--- src/rtl/key_buffer.sv ---
// key_buffer: decimating key capture FIFO placed behind a free-running LFSR keys_generator.
//
// Every DECIM advance cycles it samples the generator state and pushes it into a show-ahead
// FIFO of DEPTH entries. It holds the generator (out_stop) while in reset, while disabled,
// or while the FIFO is full, so that no generator state is skipped unseen.
//
// Optional build macro: KEY_WHITEN_EN. When defined, each pushed key is the raw capture
// XORed with the previous non-zero raw capture.
//
// Ports:
//   in_clk        clock, rising edge
//   in_rst        synchronous active-high reset
//   in_lfsr       128-bit generator state
//   in_enable     1 = keys may be produced
//   out_stop      hold request to the generator (combinational)
//   out_key       head-of-FIFO key, zero when empty
//   out_key_valid out_key holds a valid key
//   in_key_ready  consumer accepts out_key
//   out_level     FIFO occupancy, 0..DEPTH
//   out_zero_err  sticky flag: an all-zero (locked) generator state was captured
module key_buffer #(
    parameter int unsigned DEPTH = 4,
    parameter int unsigned DECIM = 128
) (
    input  logic                     in_clk,
    input  logic                     in_rst,
    input  logic [127:0]             in_lfsr,
    input  logic                     in_enable,
    output logic                     out_stop,
    output logic [127:0]             out_key,
    output logic                     out_key_valid,
    input  logic                     in_key_ready,
    output logic [$clog2(DEPTH):0]   out_level,
    output logic                     out_zero_err
);

    localparam int unsigned PtrW = $clog2(DEPTH);
    localparam int unsigned LvlW = PtrW + 1;
    localparam int unsigned CntW = $clog2(DECIM);

    localparam logic [CntW-1:0] CntLast   = CntW'(DECIM - 1);
    localparam logic [LvlW-1:0] LevelFull = LvlW'(DEPTH);

    logic [CntW-1:0] cnt_q, cnt_d;
    logic [PtrW-1:0] wr_ptr_q, wr_ptr_d;
    logic [PtrW-1:0] rd_ptr_q, rd_ptr_d;
    logic [LvlW-1:0] level_q, level_d;
    logic            zero_err_q, zero_err_d;
    logic [127:0]    mem_q [DEPTH];

    logic         advance;
    logic         capture;
    logic         cap_zero;
    logic         push;
    logic         pop;
    logic [127:0] push_data;

    // The generator moves on exactly the cycles the counter moves, so the
    // counter tracks generator advances one-for-one.
    assign out_stop = in_rst | ~in_enable | (level_q == LevelFull);
    assign advance  = ~out_stop;
    assign capture  = advance & (cnt_q == CntLast);
    assign cap_zero = capture & (in_lfsr == 128'd0);
    assign push     = capture & ~cap_zero;
    assign pop      = out_key_valid & in_key_ready;

`ifdef KEY_WHITEN_EN
    // Previous non-zero raw capture; zero after reset so the first key passes through raw.
    logic [127:0] whiten_q;

    always_ff @(posedge in_clk) begin
        if (in_rst) begin
            whiten_q <= '0;
        end else if (push) begin
            whiten_q <= in_lfsr;
        end
    end

    assign push_data = in_lfsr ^ whiten_q;
`else
    assign push_data = in_lfsr;
`endif

    always_comb begin
        cnt_d      = cnt_q;
        wr_ptr_d   = wr_ptr_q;
        rd_ptr_d   = rd_ptr_q;
        level_d    = level_q;
        zero_err_d = zero_err_q;

        if (advance) begin
            // A zero capture is dropped but still restarts the decimation period.
            cnt_d = capture ? '0 : cnt_q + 1'b1;
        end
        if (cap_zero) begin
            zero_err_d = 1'b1;
        end
        // DEPTH is a power of two, so pointers wrap by natural overflow.
        if (push) begin
            wr_ptr_d = wr_ptr_q + 1'b1;
        end
        if (pop) begin
            rd_ptr_d = rd_ptr_q + 1'b1;
        end
        // Push is impossible when full (out_stop) and pop impossible when empty.
        if (push && !pop) begin
            level_d = level_q + 1'b1;
        end else if (pop && !push) begin
            level_d = level_q - 1'b1;
        end
    end

    always_ff @(posedge in_clk) begin
        if (in_rst) begin
            cnt_q      <= '0;
            wr_ptr_q   <= '0;
            rd_ptr_q   <= '0;
            level_q    <= '0;
            zero_err_q <= 1'b0;
        end else begin
            cnt_q      <= cnt_d;
            wr_ptr_q   <= wr_ptr_d;
            rd_ptr_q   <= rd_ptr_d;
            level_q    <= level_d;
            zero_err_q <= zero_err_d;
        end
    end

    // Storage is not reset; out_key is masked to zero whenever the FIFO is empty.
    // push is already gated off during reset because out_stop is high.
    always_ff @(posedge in_clk) begin
        if (push) begin
            mem_q[wr_ptr_q] <= push_data;
        end
    end

    assign out_key_valid = (level_q != '0);
    assign out_key       = out_key_valid ? mem_q[rd_ptr_q] : 128'd0;
    assign out_level     = level_q;
    assign out_zero_err  = zero_err_q;

endmodule
--- config.mk ---
export PLATFORM = sky130hd
export DESIGN_NAME = key_buffer
export DESIGN_NICKNAME = d
export VERILOG_FILES = /design/src/rtl/key_buffer.sv
export SDC_FILE = /design/constraint.sdc
export NUM_CORES = 1
export LEC_CHECK = 0
export BUFFER_PORTS_ARGS = -buffer_cell sky130_fd_sc_hd__buf_2
export CAP_MARGIN = 25
export CORE_MARGIN = 4
export CORE_UTILIZATION = 44
export CTS_CLUSTER_DIAMETER = 50
export CTS_CLUSTER_SIZE = 16
export DETAILED_ROUTE_END_ITERATION = 7
export GPL_TIMING_DRIVEN = 1
export PLACE_DENSITY = 0.65
export SLEW_MARGIN = 25
export SYNTH_ARGS = -nofsm -noshare
export SYNTH_HDL_FRONTEND = slang
export SYNTH_SLANG_ARGS = --single-unit
--- constraint.sdc ---
create_clock -name in_clk -period 5.8 [get_ports in_clk]
set_input_delay 1.45 -clock in_clk [delete_from_list [all_inputs] [get_ports in_clk]]
set_output_delay 1.45 -clock in_clk [all_outputs]
set_load 0.1 [all_outputs]
# Word-level counts from Yosys, hierarchy flattened
# Memories as Yosys holds them, arrays and structs flattened. A register that Yosys moved wholly into a read port is not among the register bits.
# Cells that the tools add are included.
# Widths: inputs -> output; s select.
dict set report word_totals {
  regBits 15
  ram_bits 512
  input_bits 132
  out_inout_bits 134
  word_cells 37
  n_memories 1
}
# name depth width read_ports rd_clocked_by_memory_dff write_ports line
set mem_list {}
lappend mem_list {mem_q 4 128 1 1 1 49} ;# logic [127:0] mem_q [DEPTH];
dict set report op_classes {
  add_sub_neg 5
  n_eq_ne 2
  mux 8
  bitwise_logic 9
  reduce_logical 7
}
# operator n
set op_table {}
lappend op_table {{$logic_not 128->1} 1}
lappend op_table {{$mux 128} 1}
lappend op_table {{$add 7x1->7 const B} 1}
lappend op_table {{$eq 7x7->1 const B} 1}
lappend op_table {{$mux 7} 1}
lappend op_table {{$mux 3} 2}
lappend op_table {{$add 2x1->2 const B} 2}
lappend op_table {{$and 1x1->1} 4}
lappend op_table {{$mux 2} 2}
lappend op_table {{$add 3x1->3 const B} 1}
lappend op_table {{$eq 3x3->1 const B} 1}
lappend op_table {{$not 1->1} 3}
lappend op_table {{$reduce_bool 3->1} 1}
lappend op_table {{$sub 3x1->3 const B} 1}
lappend op_table {{$logic_and 1x1->1} 2}
lappend op_table {{$logic_not 1->1} 2}
lappend op_table {{$mux 1} 2}
lappend op_table {{$or 1x1->1} 2}
lappend op_table {{$reduce_bool 2->1} 1}

# Longest topological paths before layout
dict set report logic_depth {
  ltp_word 12
  depth_mapped 10
  mapped_depth_nobuf 10
}

# Least setup slack after synthesis
# Ideal clock, no wire load.
dict set report synth_path {
  path_type {input -> register}
  startpoint {input port in_enable}
  endpoint {memory mem_q[3][0], enable pin}
  setup_time_ns 0.503
  t_arrival_ns 5.205
  setup_slack_ns 0.093
  cell_stages 4
  path_cell_list {nand4_2 > nor4b_4 > a21boi_4 > and2_1}
}
dict set report synth_via {
  elab_chain_cells 10
}
# item line
set synth_rtl {}
lappend synth_rtl {{start, declared} 28} ;# input logic in_enable,
lappend synth_rtl {{$not 1->1 (*)} 60} ;# assign out_stop = in_rst | ~in_enable | (level_q == LevelFull);
lappend synth_rtl {{$or 1x1->1 (*) (2 in a row)} 60}
lappend synth_rtl {{$not 1->1 (*)} 61} ;# assign advance = ~out_stop;
lappend synth_rtl {{$and 1x1->1 (*)} 62} ;# assign capture = advance & (cnt_q == CntLast);
lappend synth_rtl {{$and 1x1->1} 63} ;# assign cap_zero = capture & (in_lfsr == 128'd0);
lappend synth_rtl {{$not 1->1} 64} ;# assign push = capture & ~cap_zero;
lappend synth_rtl {{$and 1x1->1 (*)} 64}
lappend synth_rtl {{named net push} 54} ;# logic push;
lappend synth_rtl {{$mux 1 (*)} 132} ;# if (push) begin
lappend synth_rtl {{$mux 1 (implied by the code) (*)} 133} ;# mem_q[wr_ptr_q] <= push_data;
lappend synth_rtl {{end, declared} 49}
# The timed path passes the listed nets; every way through them passes the cells marked *.

==> run_results.csv <==
group,metric,value,unit
clocking,cts_resized,0,
power,comb_power_share,1.6,%
power,power.density,303.3,mW/mm2
layout,multi_input_area,0.004453,mm2
sta,finalCriticalPeriod,4.395,ns
critical_path,crit_arrival,2.94,ns
floorplan,die_area,0.04978,mm2
logic_synthesis,synth_area,0.02036,mm2
route,drc,0,
floorplan,rows,78,
run,drv_cap,0,
logic_synthesis,yosys-top-cells-count,"edfxtp_1, and2_1, mux4_2",
power,swShare,19.78,%
logic_synthesis,syn_avg_cell_area,21.66,um2
placed_design,io_buffers,265,
clocking,path_clk_slew,0.06,ns
sta,fin_skew,0.01627,ns
route,first_iter_violations,747,
critical_path,cp_data_required_time,4.35,ns
logic_synthesis,yosysMostFrequentCell,"edfxtp_1",
clocking,clockBufferDepth,3,
floorplan,core_area,0.04558,mm2
floorplan,start_util,44.68,%
logic_synthesis,ys_warn_count,0,
power,pwr-share-clk,40.7,%
clocking,cts_tree,"built",
floorplan,ios,266,
placed_design,gp_congestion,0.7618,
sta,rsz0062_at_grt,"false",
clocking,post-cts-setup-buffers,0,
sta,clock.fmax,227.5,MHz
layout,area_delta_synth_final,17.40,%
layout,fillCellCount,3592,
critical_path,critPathMaxStageDelay,0.90,ns
power,p_int,0.005817,W
power,total_power,0.007251,W
route,final_antenna_net_count,0,
logic_synthesis,synthFlopType,"edfxtp_1",
sta,fin_crit_sh,75.77,%
grt,grt_usage,17.53,%
route,viasPerCell,5.424,
placed_design,dpl.hpwl,27520,um
grt,grt_pass1_wl,66670,um
logic_synthesis,yosysTopAreaCell,"edfxtp_1",
route,wirelength,44220,um
power,peakVddDrop,0.0001964,V
critical_path,cp-start-kind,"register",
power,power.net_switching,0.001434,W
critical_path,worst_setup_path_end_kind,"output port",
grt,grt-ovfl-total,0,
clocking,htree_levels,2,
critical_path,cp_slowest_cell,"dfxtp_4",
sta,slew_headroom,32.60,%
grt,antenna_found_initial,5,
logic_synthesis,synth_edf_count,512,
sta,worstMarginPinSlew,1.011,ns
power,p_leak,8.033,nW
floorplan,fp.dieW,223.1,um
sta,setup_viol,0,
grt,grt_max_degree,68,
critical_path,path_max_fanout,40,
critical_path,crit_chain,"buf_4, mux4_2, and2_1, buf_2",
power,p_seq_share,57.7,%
logic_synthesis,ys_types,33,
layout,drive_above_1_share,39.49,%
logic_synthesis,synthCells,940,
logic_synthesis,async_flop_share,0,%
sta,whs,0.4914,ns
clocking,clk-insertion-delay-late,0.57,ns
route,drtPass1Iterations,5,
logic_synthesis,synth_area_leaders,"edfxtp_1, mux4_2, and2_1",
grt,grt_pass1_vias,10443,
status,status,"completed",
clocking,cts_hold_buf,0,
route,num_vias,10057,
critical_path,critPathKind,"register to output port",
sta,slew_viol_final,0,
route,avgRoutedWirePerCell,23.85,um
floorplan,die_y,223.1,um
clocking,clock-sinks,529,
logic_synthesis,netlist.area_leader.share,75.51,%
logic_synthesis,synth_seq_cells,529,
logic_synthesis,synth_nets,1079,
logic_synthesis,synth_seq_area_share,77.18,%
sta,finalHoldViolCount,0,
hold_path,hp-class,"register to register",
layout,regArea,0.01572,mm2
clocking,cts_buffers,46,
clocking,cts_root_buffer,"clkbuf_16",
layout,finalNetCount,1364,
sta,tns,0,ns
through the flow:
stage | utilization (%) | setup WS, ns | instances | instance area, um2
2_1_floorplan | - | 0.09261 | 940 | 20360
5_1_grt | 52.44 | 1.181 | 1853 | 23900
4_1_cts | 52.39 | 1.269 | 1850 | 23880
3_3_place_gp | 49.25 | 1.075 | 1776 | 22450
3_5_place_dp | 49.25 | 1.100 | 1776 | 22450
6_report | 52.45 | 1.405 | 1854 | 23900
flip-flops by register name, summed over array words and instances, names as in the netlist, named ones only:
name,count
mem_q,512
cnt_q,7
out_level,3
rd_ptr_q,2
wr_ptr_q,2
out_zero_err,1
final timing paths:
check / start / to / slack (ns) / cells past startpoint
max reg2reg: out_level[0] / mem_q[2][74] / 2.33 / 6
max: register / out_key[91] / 1.41 / 4
min reg2reg: cnt_q[6] / cnt_q[6] / 0.49 / 2
min: cnt_q[6] / cnt_q[6] / 0.49 / 2
critical path, delay by kind of cell, from the launching register on:
kind | cells | cell delay [ns]
buffers and inverters | 2 | 0.71
multiplexers | 1 | 0.53
flip-flops | 1 | 0.90
AND/OR/NAND/NOR | 1 | 0.20
power groups by stage:
stage               Clock (W)  Combinational, W  Sequential (W)
global route          0.00319          0.000127         0.00418
CTS                   0.00304          0.000116         0.00418
floorplan                   0         0.0000127         0.00427
finish                0.00295          0.000115         0.00418
detailed placement          0          0.000115         0.00427
global placement            0          0.000109         0.00427
cell families (layout without fill, tap and decap cells):
| kind of cell | count (synthesis) | after routing | share of synthesized area, % |
|---|---|---|---|
| AND/OR/NAND/NOR | 209 | 209 | 6.403 |
| XOR/XNOR | 8 | 8 | 0.3441 |
| flip-flops | 529 | 529 | 77.18 |
| adder cells (fa/ha/maj) | 7 | 7 | 0.4670 |
| AO/OA/AOI/OAI | 8 | 8 | 0.2888 |
| multiplexers | 131 | 131 | 14.32 |
| other | 0 | 3 | 0 |
| buffers and inverters | 48 | 359 | 1.002 |
placed cells by master (no fill, tap or decap), types with 9 or more instances in the layout:
cell type	n
nor2_1	12
dfxtp_1	15
buf_2	265
edfxtp_1	512
mux4_2	128
and2_1	128
clkbuf_16	49
buf_4	11
nand4_1	9
nor4_1	33
cell type report:
type                            count  share of cell area [%]
Antenna cell                        3                 0.03141
Clock buffer                       53                   5.192
Clock inverter                     21                  0.7904
Inverter                            3                 0.04711
Multi-Input combinational cell    363                   18.63
Sequential cell                   529                   65.77
Tap cell                          600                   3.141
Timing Repair Buffer              282                   6.396
layer usage:
| metal | vias to the layer above | part of all wire (%) | track usage [%] |
|---|---|---|---|
| li1 | 4429 | - | - |
| met3 | 68 | 5.1 | 3.605 |
| met2 | 255 | 49 | 27.99 |
| met5 | - | 0.050 | 0 |
| met4 | 4 | 2.6 | 5.727 |
| met1 | 5301 | 43 | 24.52 |
Power figures use the tool's default switching activity.
